[config.mk]
export PLATFORM = sky130hd
export DESIGN_NAME = pfd_tdc_flat
export DESIGN_NICKNAME = d
export VERILOG_FILES = /design/src/rtl/pfd_tdc_if.sv /design/src/rtl/pfd_tdc.sv /design/src/flat_wrapper.sv
export SDC_FILE = /design/constraint.sdc
export NUM_CORES = 1
export LEC_CHECK = 0
export BUFFER_PORTS_ARGS = -buffer_cell sky130_fd_sc_hd__clkbuf_2
export CAP_MARGIN = 10
export CORE_MARGIN = 5
export CORE_UTILIZATION = 54
export CTS_BUF_LIST = sky130_fd_sc_hd__clkbuf_4
export CTS_CLUSTER_DIAMETER = 200
export DETAILED_ROUTE_END_ITERATION = 16
export GPL_TIMING_DRIVEN = 0
export PLACE_DENSITY = 0.88
export SLEW_MARGIN = 20
export SYNTH_ARGS = -nofsm -noshare
export SYNTH_HDL_FRONTEND = slang
export SYNTH_SLANG_ARGS = --single-unit
export TNS_END_PERCENT = 10
[constraint.sdc]
create_clock -name sys_clk -period 2.4 [get_ports sys_clk]
set_input_delay 0.12 -clock sys_clk [delete_from_list [all_inputs] [get_ports sys_clk]]
set_output_delay 0.12 -clock sys_clk [all_outputs]
set_load 0.02 [all_outputs]
[src/rtl/pfd_tdc_if.sv]
// pfd_tdc_if: bundle of the detector's slow clock inputs, mode select and
// loop-filter facing outputs.
// Qualifier semantics: error_out is meaningful to the loop filter only in a
// cycle where sample_en is high. There is no back-pressure (no ready); the
// consumer must take every qualified sample.
interface pfd_tdc_if #(
  parameter int ERR_W = 12
);
  logic                    ref_clk;
  logic                    fb_clk;
  logic                    mode;
  logic signed [ERR_W-1:0] error_out;
  logic                    sample_en;
  logic                    up;
  logic                    dn;
  logic                    locked;

  // Drives the clocks and the mode and observes the detector outputs.
  modport master (
    output ref_clk, fb_clk, mode,
    input  error_out, sample_en, up, dn, locked
  );

  // The detector itself.
  modport slave (
    input  ref_clk, fb_clk, mode,
    output error_out, sample_en, up, dn, locked
  );
endinterface

[src/rtl/pfd_tdc.sv]
// pfd_tdc: phase-frequency detector with time-to-digital measurement.
// ref/fb are synchronised to sys_clk, and rises are detected on the oldest two
// synchroniser bits. A three-state IDLE/UP/DOWN machine counts the cycles
// between the opening and closing rises.
// mode=0 outputs a ternary error (+1/-1/0). mode=1 outputs the signed,
// saturated cycle count once per measurement, with a one-cycle sample_en.
// Optional lock detector: define PFD_LOCK_DETECT_EN to build it. Without the
// macro, locked is tied low.
module pfd_tdc #(
  parameter int SYNC_STAGES = 3,
  parameter int ERR_W       = 12,
  parameter int MAX_CNT     = 2047,
  parameter int LOCK_TOL    = 2,
  parameter int LOCK_COUNT  = 16
) (
  input  logic        sys_clk,
  input  logic        rst_n,
  pfd_tdc_if.slave    bus,
  output logic [1:0]  o_dbg_state
);

  localparam int CNT_W = ERR_W - 1;
  localparam logic [CNT_W:0]   L_MAX_WIDE = (CNT_W + 1)'(MAX_CNT);
  localparam logic [CNT_W-1:0] L_MAX      = CNT_W'(MAX_CNT);
  localparam logic [CNT_W-1:0] L_ONE      = CNT_W'(1);

  typedef enum logic [1:0] {
    ST_IDLE = 2'b00,
    ST_UP   = 2'b01,
    ST_DOWN = 2'b10
  } state_t;

  // Elaboration-time sanity checks on the parameter set.
  if (SYNC_STAGES < 3) begin : g_bad_sync
    $error("pfd_tdc: SYNC_STAGES must be at least 3");
  end
  if (MAX_CNT > (2 ** (ERR_W - 1)) - 1) begin : g_bad_max
    $error("pfd_tdc: MAX_CNT does not fit in ERR_W");
  end
  if (LOCK_COUNT < 1 || LOCK_TOL < 0) begin : g_bad_lock
    $error("pfd_tdc: LOCK_COUNT must be >= 1 and LOCK_TOL >= 0");
  end

  logic [SYNC_STAGES-1:0]  r_ref_sync;
  logic [SYNC_STAGES-1:0]  r_fb_sync;
  logic                    w_ref_rise;
  logic                    w_fb_rise;
  state_t                  r_state;
  state_t                  w_state_nxt;
  logic [CNT_W-1:0]        r_cnt;
  logic [CNT_W-1:0]        w_cnt_nxt;
  logic [CNT_W:0]          w_cnt_wide;
  logic [CNT_W-1:0]        w_cnt_sat;
  logic                    w_meas_ev;
  logic                    w_meas_neg;
  logic [CNT_W-1:0]        w_meas_mag;
  logic signed [ERR_W-1:0] w_meas_val;
  logic signed [ERR_W-1:0] w_tern;
  logic signed [ERR_W-1:0] r_err;
  logic                    r_sen;
  logic                    r_up;
  logic                    r_dn;

  // Shift both asynchronous inputs into their synchronisers. The oldest bit is
  // the edge-detect history.
  always_ff @(posedge sys_clk or negedge rst_n) begin
    if (!rst_n) begin
      r_ref_sync <= '0;
      r_fb_sync  <= '0;
    end else begin
      r_ref_sync <= {r_ref_sync[SYNC_STAGES-2:0], bus.ref_clk};
      r_fb_sync  <= {r_fb_sync[SYNC_STAGES-2:0], bus.fb_clk};
    end
  end

  assign w_ref_rise = ~r_ref_sync[SYNC_STAGES-1] & r_ref_sync[SYNC_STAGES-2];
  assign w_fb_rise  = ~r_fb_sync[SYNC_STAGES-1] & r_fb_sync[SYNC_STAGES-2];

  // Saturating count: widen by one bit so the all-ones case cannot wrap.
  assign w_cnt_wide = {1'b0, r_cnt} + {{CNT_W{1'b0}}, 1'b1};
  assign w_cnt_sat  = (w_cnt_wide > L_MAX_WIDE) ? L_MAX : w_cnt_wide[CNT_W-1:0];

  // State and counter registers.
  always_ff @(posedge sys_clk or negedge rst_n) begin
    if (!rst_n) begin
      r_state <= ST_IDLE;
      r_cnt   <= '0;
    end else begin
      r_state <= w_state_nxt;
      r_cnt   <= w_cnt_nxt;
    end
  end

  // Next-state logic. A closing edge wins over a coincident repeat of the
  // opening edge, which is dropped.
  always_comb begin
    w_state_nxt = r_state;
    w_cnt_nxt   = r_cnt;
    w_meas_ev   = 1'b0;
    w_meas_neg  = 1'b0;
    w_meas_mag  = '0;
    case (r_state)
      ST_IDLE: begin
        if (w_ref_rise && w_fb_rise) begin
          w_meas_ev = 1'b1;
        end else if (w_ref_rise) begin
          w_state_nxt = ST_UP;
          w_cnt_nxt   = L_ONE;
        end else if (w_fb_rise) begin
          w_state_nxt = ST_DOWN;
          w_cnt_nxt   = L_ONE;
        end
      end
      ST_UP: begin
        if (w_fb_rise) begin
          w_state_nxt = ST_IDLE;
          w_cnt_nxt   = '0;
          w_meas_ev   = 1'b1;
          w_meas_mag  = r_cnt;
        end else begin
          w_cnt_nxt = w_cnt_sat;
        end
      end
      ST_DOWN: begin
        if (w_ref_rise) begin
          w_state_nxt = ST_IDLE;
          w_cnt_nxt   = '0;
          w_meas_ev   = 1'b1;
          w_meas_neg  = 1'b1;
          w_meas_mag  = r_cnt;
        end else begin
          w_cnt_nxt = w_cnt_sat;
        end
      end
      default: begin
        w_state_nxt = ST_IDLE;
        w_cnt_nxt   = '0;
      end
    endcase
  end

  assign w_meas_val = w_meas_neg ? -$signed({1'b0, w_meas_mag})
                                 :  $signed({1'b0, w_meas_mag});
  assign w_tern = (r_state == ST_UP)   ? ERR_W'(1) :
                  (r_state == ST_DOWN) ? '1        : '0;

  // Output registers: up/dn follow the state, and error_out/sample_en follow
  // the selected mode.
  always_ff @(posedge sys_clk or negedge rst_n) begin
    if (!rst_n) begin
      r_err <= '0;
      r_sen <= 1'b0;
      r_up  <= 1'b0;
      r_dn  <= 1'b0;
    end else begin
      r_up <= (r_state == ST_UP);
      r_dn <= (r_state == ST_DOWN);
      if (!bus.mode) begin
        r_err <= w_tern;
        r_sen <= 1'b1;
      end else begin
        r_sen <= w_meas_ev;
        if (w_meas_ev) begin
          r_err <= w_meas_val;
        end
      end
    end
  end

`ifdef PFD_LOCK_DETECT_EN
  localparam int LK_W = $clog2(LOCK_COUNT + 1);
  localparam logic [LK_W-1:0]  L_LK_MAX = LK_W'(LOCK_COUNT);
  localparam logic [CNT_W-1:0] L_TOL    = CNT_W'(LOCK_TOL);

  logic [LK_W-1:0] r_lock_cnt;
  logic [LK_W-1:0] w_lock_inc;
  logic            r_locked;

  assign w_lock_inc = (r_lock_cnt == L_LK_MAX) ? r_lock_cnt
                                               : r_lock_cnt + LK_W'(1);

  // Lock counter: counts consecutive in-tolerance measurements. Any
  // out-of-tolerance measurement, or pulse-width mode, clears it.
  always_ff @(posedge sys_clk or negedge rst_n) begin
    if (!rst_n) begin
      r_lock_cnt <= '0;
      r_locked   <= 1'b0;
    end else if (!bus.mode) begin
      r_lock_cnt <= '0;
      r_locked   <= 1'b0;
    end else if (w_meas_ev) begin
      if (w_meas_mag <= L_TOL) begin
        r_lock_cnt <= w_lock_inc;
        r_locked   <= (w_lock_inc == L_LK_MAX);
      end else begin
        r_lock_cnt <= '0;
        r_locked   <= 1'b0;
      end
    end
  end

  assign bus.locked = r_locked;
`else
  assign bus.locked = 1'b0;
`endif

  assign bus.error_out = r_err;
  assign bus.sample_en = r_sen;
  assign bus.up        = r_up;
  assign bus.dn        = r_dn;
  assign o_dbg_state   = r_state;

endmodule

[src/flat_wrapper.sv]
// flat-port wrapper written by rule: the top's interface ports become plain ports
module pfd_tdc_flat 
#(
  parameter int SYNC_STAGES = 3,
  parameter int ERR_W       = 12,
  parameter int MAX_CNT     = 2047,
  parameter int LOCK_TOL    = 2,
  parameter int LOCK_COUNT  = 16
)
  (sys_clk, rst_n, o_dbg_state, bus_ref_clk, bus_fb_clk, bus_mode, bus_error_out, bus_sample_en, bus_up, bus_dn, bus_locked);
  pfd_tdc_if #(.ERR_W(ERR_W)) bus_i ();
  input  logic sys_clk;
  input  logic rst_n;
  output logic [1:0] o_dbg_state;
  input wire logic [$bits(bus_i.ref_clk)-1:0] bus_ref_clk;
  input wire logic [$bits(bus_i.fb_clk)-1:0] bus_fb_clk;
  input wire logic [$bits(bus_i.mode)-1:0] bus_mode;
  output wire logic [$bits(bus_i.error_out)-1:0] bus_error_out;
  output wire logic [$bits(bus_i.sample_en)-1:0] bus_sample_en;
  output wire logic [$bits(bus_i.up)-1:0] bus_up;
  output wire logic [$bits(bus_i.dn)-1:0] bus_dn;
  output wire logic [$bits(bus_i.locked)-1:0] bus_locked;
  assign bus_i.ref_clk = bus_ref_clk;
  assign bus_i.fb_clk = bus_fb_clk;
  assign bus_i.mode = bus_mode;
  assign bus_error_out = bus_i.error_out;
  assign bus_sample_en = bus_i.sample_en;
  assign bus_up = bus_i.up;
  assign bus_dn = bus_i.dn;
  assign bus_locked = bus_i.locked;
  pfd_tdc #(.SYNC_STAGES(SYNC_STAGES), .ERR_W(ERR_W), .MAX_CNT(MAX_CNT), .LOCK_TOL(LOCK_TOL), .LOCK_COUNT(LOCK_COUNT)) u_core (.sys_clk(sys_clk), .rst_n(rst_n), .bus(bus_i), .o_dbg_state(o_dbg_state));
endmodule
== Word-level counts from Yosys, hierarchy flattened ==
Cells that the tools add are included.

* Bits in registers: 34
* Latch bits: 0
* Memory bits (writable): 0
* Bits in read-only memories: 0
* Input port bits: 5
* Memories: 0

* Add/subtract/negate cells: 2
* Multipliers: 0
* Divide/modulo/power cells: 0
* $lt $le $gt $ge: 1
* Equal/unequal tests: 7
* Shift operators: 0
* Muxes and demuxes: 27
* Bitwise gates (word level): 4
* Reductions and logical operators: 4

{| class="wikitable"
|+ Operator list
! kind !! number
|-
| 2-to-1 mux 11 bit || 8
|-
| 2-to-1 mux 12 bit || 5
|-
| one-hot mux 11 bit (3 select lines) || 1
|-
| one-hot mux 11 bit (2 select lines) || 1
|-
| adder 11 x 1 -> 12 bit (second input constant) || 1
|-
| greater-than comparator 12 x 11 -> 1 bit (second input constant) || 1
|-
| negation 11 -> 12 bit || 1
|-
| 2-to-1 mux 2 bit || 5
|-
| != test 2 x 1 -> 1 bit (second input constant) || 3
|-
| one-hot mux 2 bit (3 select lines) || 1
|-
| 2-to-1 mux 1 bit || 5
|-
| AND reduction 4 bit || 1
|-
| != test 3 x 1 -> 1 bit (second input constant) || 1
|-
| one-hot mux 1 bit (3 select lines) || 1
|-
| bitwise AND 1 bit || 2
|-
| == test 2 x 1 -> 1 bit (second input constant) || 1
|-
| == test 2 bit (second input constant) || 1
|-
| logical NOT 2 bit || 1
|-
| != test 2 bit (second input constant) || 1
|-
| inverter 1 bit || 2
|-
| AND reduction 2 bit || 1
|-
| logical AND 1 bit || 1
|}

== Longest topological paths before layout ==
* Depth after elaboration: 8
* Gate-level depth with buffers: 11

== Worst setup path after synthesis ==
Ideal clock, no wire load.

* Path type: register -> register
* From: register u_core.r_state[0] (netlist: u_core.o_dbg_state[0])
* To: register u_core.r_err[8] (netlist: u_core.bus.error_out[8])
* Data arrival time: 2.418 ns
* Data required time: 2.277 ns
* Path slack: -0.141 ns
* Cell stages (with the launch flop): 12
* Cell sequence: dfrtp_1 -> inv_1 -> ha_1 -> nand3b_1 -> clkbuf_1 -> nand2_1 -> nand3_1 -> ha_1 -> nand2_1 -> o31ai_1 -> xor2_1 -> o221a_1

* Word-level cells in the longest chain between the ends: 6

{| class="wikitable"
|+ RTL lines
! element !! line !! RTL
|-
| start: declaration || pfd_tdc.sv:48 || <nowiki>state_t r_state;</nowiki>
|-
| start signal: assignment || pfd_tdc.sv:89 || <nowiki>r_state <= w_state_nxt;</nowiki>
|-
| == test 2 bit or == test 2 x 1 -> 1 bit (tied branches) || pfd_tdc.sv:102, pfd_tdc.sv:145, pfd_tdc.sv:144 ||
|-
| one-hot mux 11 bit (2 select lines) || pfd_tdc.sv:102 || <nowiki>case (r_state)</nowiki>
|-
| negation 11 -> 12 bit || pfd_tdc.sv:142 || <nowiki>assign w_meas_val = w_meas_neg ? -$signed({1'b0, w_meas_mag})</nowiki>
|-
| 2-to-1 mux 12 bit || pfd_tdc.sv:142 ||
|-
| 2-to-1 mux 12 bit || pfd_tdc.sv:163 || <nowiki>if (w_meas_ev) begin</nowiki>
|-
| 2-to-1 mux 12 bit || pfd_tdc.sv:158 || <nowiki>if (!bus.mode) begin</nowiki>
|-
| end signal: assignment || pfd_tdc.sv:159 || <nowiki>r_err <= w_tern;</nowiki>
|-
| end signal: assignment || pfd_tdc.sv:164 || <nowiki>r_err <= w_meas_val;</nowiki>
|-
| end: declaration || pfd_tdc.sv:59 || <nowiki>logic signed [ERR_W-1:0] r_err;</nowiki>
|}

Parallel ways exist; a longest one is shown, timed or not. The select of a mux whose other input is x is not followed.
A chain may end at the register's enable or synchronous reset.

== Final worst setup path ==
* From: register u_core.r_state[0] (netlist: u_core.o_dbg_state[0])
* To: register u_core.r_err[10] (netlist: u_core.bus.error_out[10])

Same word-level chain as after synthesis.

==> key figures <==
Floorplanning
  – Number of top-level design ports: 23
  – Width of the die: 71.4 um
  – Initial Util: 55.6%
  – Floorplan die height: 71.4 um
  – Area inside the core boundary: 0.00366 sq mm
  – Floorplan row count: 22
  – Die area: 0.00510 sq mm

Route
  – DR iter-0 viols: 196
  – DRC violations left: 0
  – Overall via count from detail_route: 1976
  – Routed Wire Length: 4.92 mm
  – Count of TritonRoute iterations in the first routing pass: 7
  – Remaining antenna violation count after routing: 0
  – Average routed wire per standard cell: 15.5 um
  – Detailed-route wire length on metal 1: 2.02 mm
  – DR top layer: met4
  – Ratio of routed vias to standard cells: 6.23
  – Wire length on met3: 434 um
  – DR WL met2: 2.40 mm

Worst setup path
  – Largest fanout on the critical path: 10
  – Startpoint types: register
  – Data arrival time at the worst-slack endpoint: 2.56 ns
  – Worst endpoint required time: 2.63 ns
  – Kind of end point of the critical path: register
  – Crit Path Class: reg2reg

Placed design
  – Weighted congestion at the end of routability-driven global placement: 0.918
  – HPWL after DPL: 3.54 mm
  – Cell count after placement: 304
  – Count of buffers from port buffering: 21

GRT
  – Pin count of the biggest net entering global routing: 35
  – Wire length of the first global-routing pass: 8.17 mm
  – Overall fraction of global-route tracks in use: 20.1%
  – Number of global-route vias before repair: 1823
  – Number of antenna violations at the first check in global routing: 0
  – Global route overflow: 0

Clock tree
  – Cts bufs inserted: 5
  – Insertion delay of the later-clocked pin in the worst-skew pair: 0.34 ns
  – # clock sinks: 34
  – Clock tree root buffer cell: sky130_fd_sc_hd__clkbuf_4
  – Clock tree from TritonCTS: yes
  – Buffers from clock root to sink, at most: 2
  – CTS H-Tree Depth: 2
  – Post-CTS clock slew at the launch and capture registers of the worst setup and hold paths: 0.11 ns

Logic synthesis
  – Sequential element share of the synthesized area: 41.8%
  – Mean instance size in the synthesized netlist: 8.66 sq um
  – Count of state elements after synthesis: 34
  – Synth area leader: sky130_fd_sc_hd__dfrtp_1
  – Leading register cell type out of synthesis: sky130_fd_sc_hd__dfrtp_1
  – Count leader, synth: sky130_fd_sc_hd__dfrtp_1
  – Area share of the largest cell type after synthesis: 41.8%
  – Synthesis Warnings: 0
  – Post-Synthesis Cells: 235
  – Async S/R FF share, synth: 100%
  – Post-Syn Area: 0.00204 sq mm
  – Commonest cells in the netlist: sky130_fd_sc_hd__dfrtp_1 (34), sky130_fd_sc_hd__nand3_1 (24), sky130_fd_sc_hd__nand2_1 (22), sky130_fd_sc_hd__nor2_1 (16), sky130_fd_sc_hd__inv_1 (15)
  – Area contributors post-synth: sky130_fd_sc_hd__dfrtp_1 (42%), sky130_fd_sc_hd__nand3_1 (5.9%), sky130_fd_sc_hd__ha_1 (4.3%)
  – Number of unique standard cell types used by synthesis: 50
  – Number of enable-type register cells in the synthesized netlist: 0
  – Nets in the synthesized netlist: 247

Finish
  – Share of the core filled with cells: 64.6%
  – Combined area of the multi-input logic cells: 0.00109 sq mm
  – Fraction of final layout cells with drive strength greater than 1: 20.4%
  – Total Nets Final: 280
  – Fillcell total: 303
  – Number of non-filler instances in the completed layout: 317
  – Sequential cell area in the final layout: 853 sq um
  – Diode insertion count for antenna repair: 0
  – Area Growth Syn to Fin: 16.2%

Pwr
  – Net Switching: 0.924 mW
  – Total leakage power: 1.02 nW
  – Combinational power share: 47.9%
  – Peak VDD IR: 0.512 mV
  – Net switching share of the total power: 44.4%
  – Sequential Power Share: 37.2%
  – Internal power: 1.16 mW
  – Pwr per Cell Area: 880 mW/mm^2
  – Part of the total power dissipated in the clock network: 14.9%

Timing
  – Worst clock skew on the final layout: 0.0104 ns
  – Final setup violating endpoints: 0
  – Shortest period the worst path allows: 2.33 ns
  – Worst slew margin: 44.9%
  – Transition time at the pin with the least slew margin: 0.827 ns
  – Period Utilization, post-route: 97.1%
  – Highest attainable clock frequency: 429 MHz
  – Final Hold Vio Count: 0
  – Final-report max-slew violation count: 0

Outcome
  – Status: complete, no violations

Worst hold path
  – Class of the tightest hold or removal check: in2reg

Flow run
  – Number of maximum-capacitance constraint violations: 0
==> cell families (layout without fill, tap and decap cells) <==
group | count (synthesis) | in the layout | share of synthesized area [%]
simple gates | 93 | 93 | 23.5
compound gates | 67 | 67 | 22.3
flops | 34 | 34 | 41.8
buf+inv | 31 | 65 | 7.01
fa+ha+maj | 7 | 7 | 4.30
xor+xnor | 2 | 2 | 0.861
other cells | 1 | 1 | 0.184
==> flip-flops by register name (all words and copies together), names as in the netlist <==
signal and count:
u_core.r_ref_sync 3, u_core.bus.error_out 12, u_core.r_cnt 11, u_core.bus.dn 1
u_core.bus.up 1, u_core.o_dbg_state 2, u_core.r_fb_sync 3, u_core.bus.sample_en 1
==> stage by stage <==
step | TNS, ns | hold slack [ns] | total power [mW] | worst slack (ns) | instance area, sq um
final | 0 | 0.187 | 2.08 | 0.0685 | 2370
after global routing | -0.0173 | 0.201 | 2.23 | -0.0173 | 2370
after CTS | 0 | 0.175 | 2.02 | 0.00692 | 2300
after detailed placement | -0.537 | 0.232 | 1.69 | -0.157 | 2200
after global placement | -0.388 | 0.228 | 1.67 | -0.139 | 2200
after floorplan | 0 | -0.176 | 1.42 | 0.0166 | 2040
==> timing repair <==
| item | 4_1_cts | 5_1_grt |
|---|---|---|
| hold buffers | 3 | 0 |
| setup buffers | 0 | 2 |
| gates resized for setup | 5 | 13 |
| endpoints found under the setup margin | 4 | 5 |
| hold endpoints to repair | 36 | 0 |
==> cell usage in the layout, fill, tap and decap left out, types with 3 or more instances in the layout <==
cell type	netlist	layout
sky130_fd_sc_hd__buf_2	4	4
sky130_fd_sc_hd__o21ai_0	14	14
sky130_fd_sc_hd__nor2_1	16	16
sky130_fd_sc_hd__nand3b_1	4	4
sky130_fd_sc_hd__nand2_1	22	21
sky130_fd_sc_hd__clkbuf_1	7	5
sky130_fd_sc_hd__ha_1	7	3
sky130_fd_sc_hd__ha_4	0	3
sky130_fd_sc_hd__o221ai_1	5	5
sky130_fd_sc_hd__and3_1	4	4
sky130_fd_sc_hd__o31ai_1	4	4
sky130_fd_sc_hd__a31oi_1	10	10
sky130_fd_sc_hd__buf_4	1	3
sky130_fd_sc_hd__dfrtp_1	34	32
sky130_fd_sc_hd__nand3_1	24	22
sky130_fd_sc_hd__a21oi_1	13	13
sky130_fd_sc_hd__inv_1	15	14
sky130_fd_sc_hd__clkbuf_4	0	7
sky130_fd_sc_hd__nor4_1	3	3
sky130_fd_sc_hd__nor2b_1	3	3
sky130_fd_sc_hd__o211ai_1	3	3
sky130_fd_sc_hd__o221a_1	3	3
sky130_fd_sc_hd__clkbuf_2	1	22
sky130_fd_sc_hd__dlygate4sd3_1	0	3
==> worst max-delay path: stages (launching register included) <==
cell,delay (ns)
sky130_fd_sc_hd__dfrtp_2,0.44
sky130_fd_sc_hd__inv_2,0.10
sky130_fd_sc_hd__ha_4,0.19
sky130_fd_sc_hd__nand3b_1,0.17
sky130_fd_sc_hd__buf_6,0.19
sky130_fd_sc_hd__nand2_2,0.10
sky130_fd_sc_hd__nand3_2,0.11
sky130_fd_sc_hd__ha_4,0.22
sky130_fd_sc_hd__a21oi_1,0.17
sky130_fd_sc_hd__o21ai_0,0.13
sky130_fd_sc_hd__xor2_1,0.18
sky130_fd_sc_hd__o221a_1,0.22
==> cell type report <==
class,count,area share [%]
Multi-Input combinational cell,170,46.3
Clock inverter,2,0.370
Inverter,16,2.75
Buffer,15,3.75
Clock buffer,6,1.90
Timing Repair Buffer,26,6.35
Sequential cell,34,36.1
Tap cell,48,2.54
==> worst paths after layout <==
kind / start / endpoint / slack [ns] / depth (start not counted)
worst max-delay path: u_core.o_dbg_state[0]$_DFFE_PN0P_ / u_core.bus.error_out[10]$_DFFE_PN0P_ / 0.07 / 11
worst min-delay path: bus_mode / u_core.bus.error_out[11]$_DFFE_PN0P_ / 0.19 / 3
worst max register to register: u_core.o_dbg_state[0]$_DFFE_PN0P_ / u_core.bus.error_out[10]$_DFFE_PN0P_ / 0.07 / 11
worst min register to register: u_core.r_fb_sync[0]$_DFF_PN0_ / u_core.r_fb_sync[1]$_DFF_PN0_ / 0.36 / 0
max in group asynchronous: rst_n / u_core.o_dbg_state[0]$_DFFE_PN0P_ / 1.43 / 2
min in group asynchronous: rst_n / u_core.r_fb_sync[2]$_DFF_PN0_ / 0.41 / 2
==> metal layers <==
layer	vias to the layer above	track usage (%)
li1	926	-
met1	917	25.0
met3	15	4.49
met4	0	9.19
met2	118	33.2
met5	-	0
==> power by group through the flow <==
stage | logic, mW | clock network (mW) | registers [mW]
detailed placement | 0.913 | 0 | 0.782
global placement | 0.892 | 0 | 0.775
CTS | 0.933 | 0.318 | 0.772
floorplan | 0.528 | 0 | 0.888
global route | 1.08 | 0.356 | 0.792
finish | 0.997 | 0.311 | 0.774
Note: power is estimated with default switching activity, not from simulation.
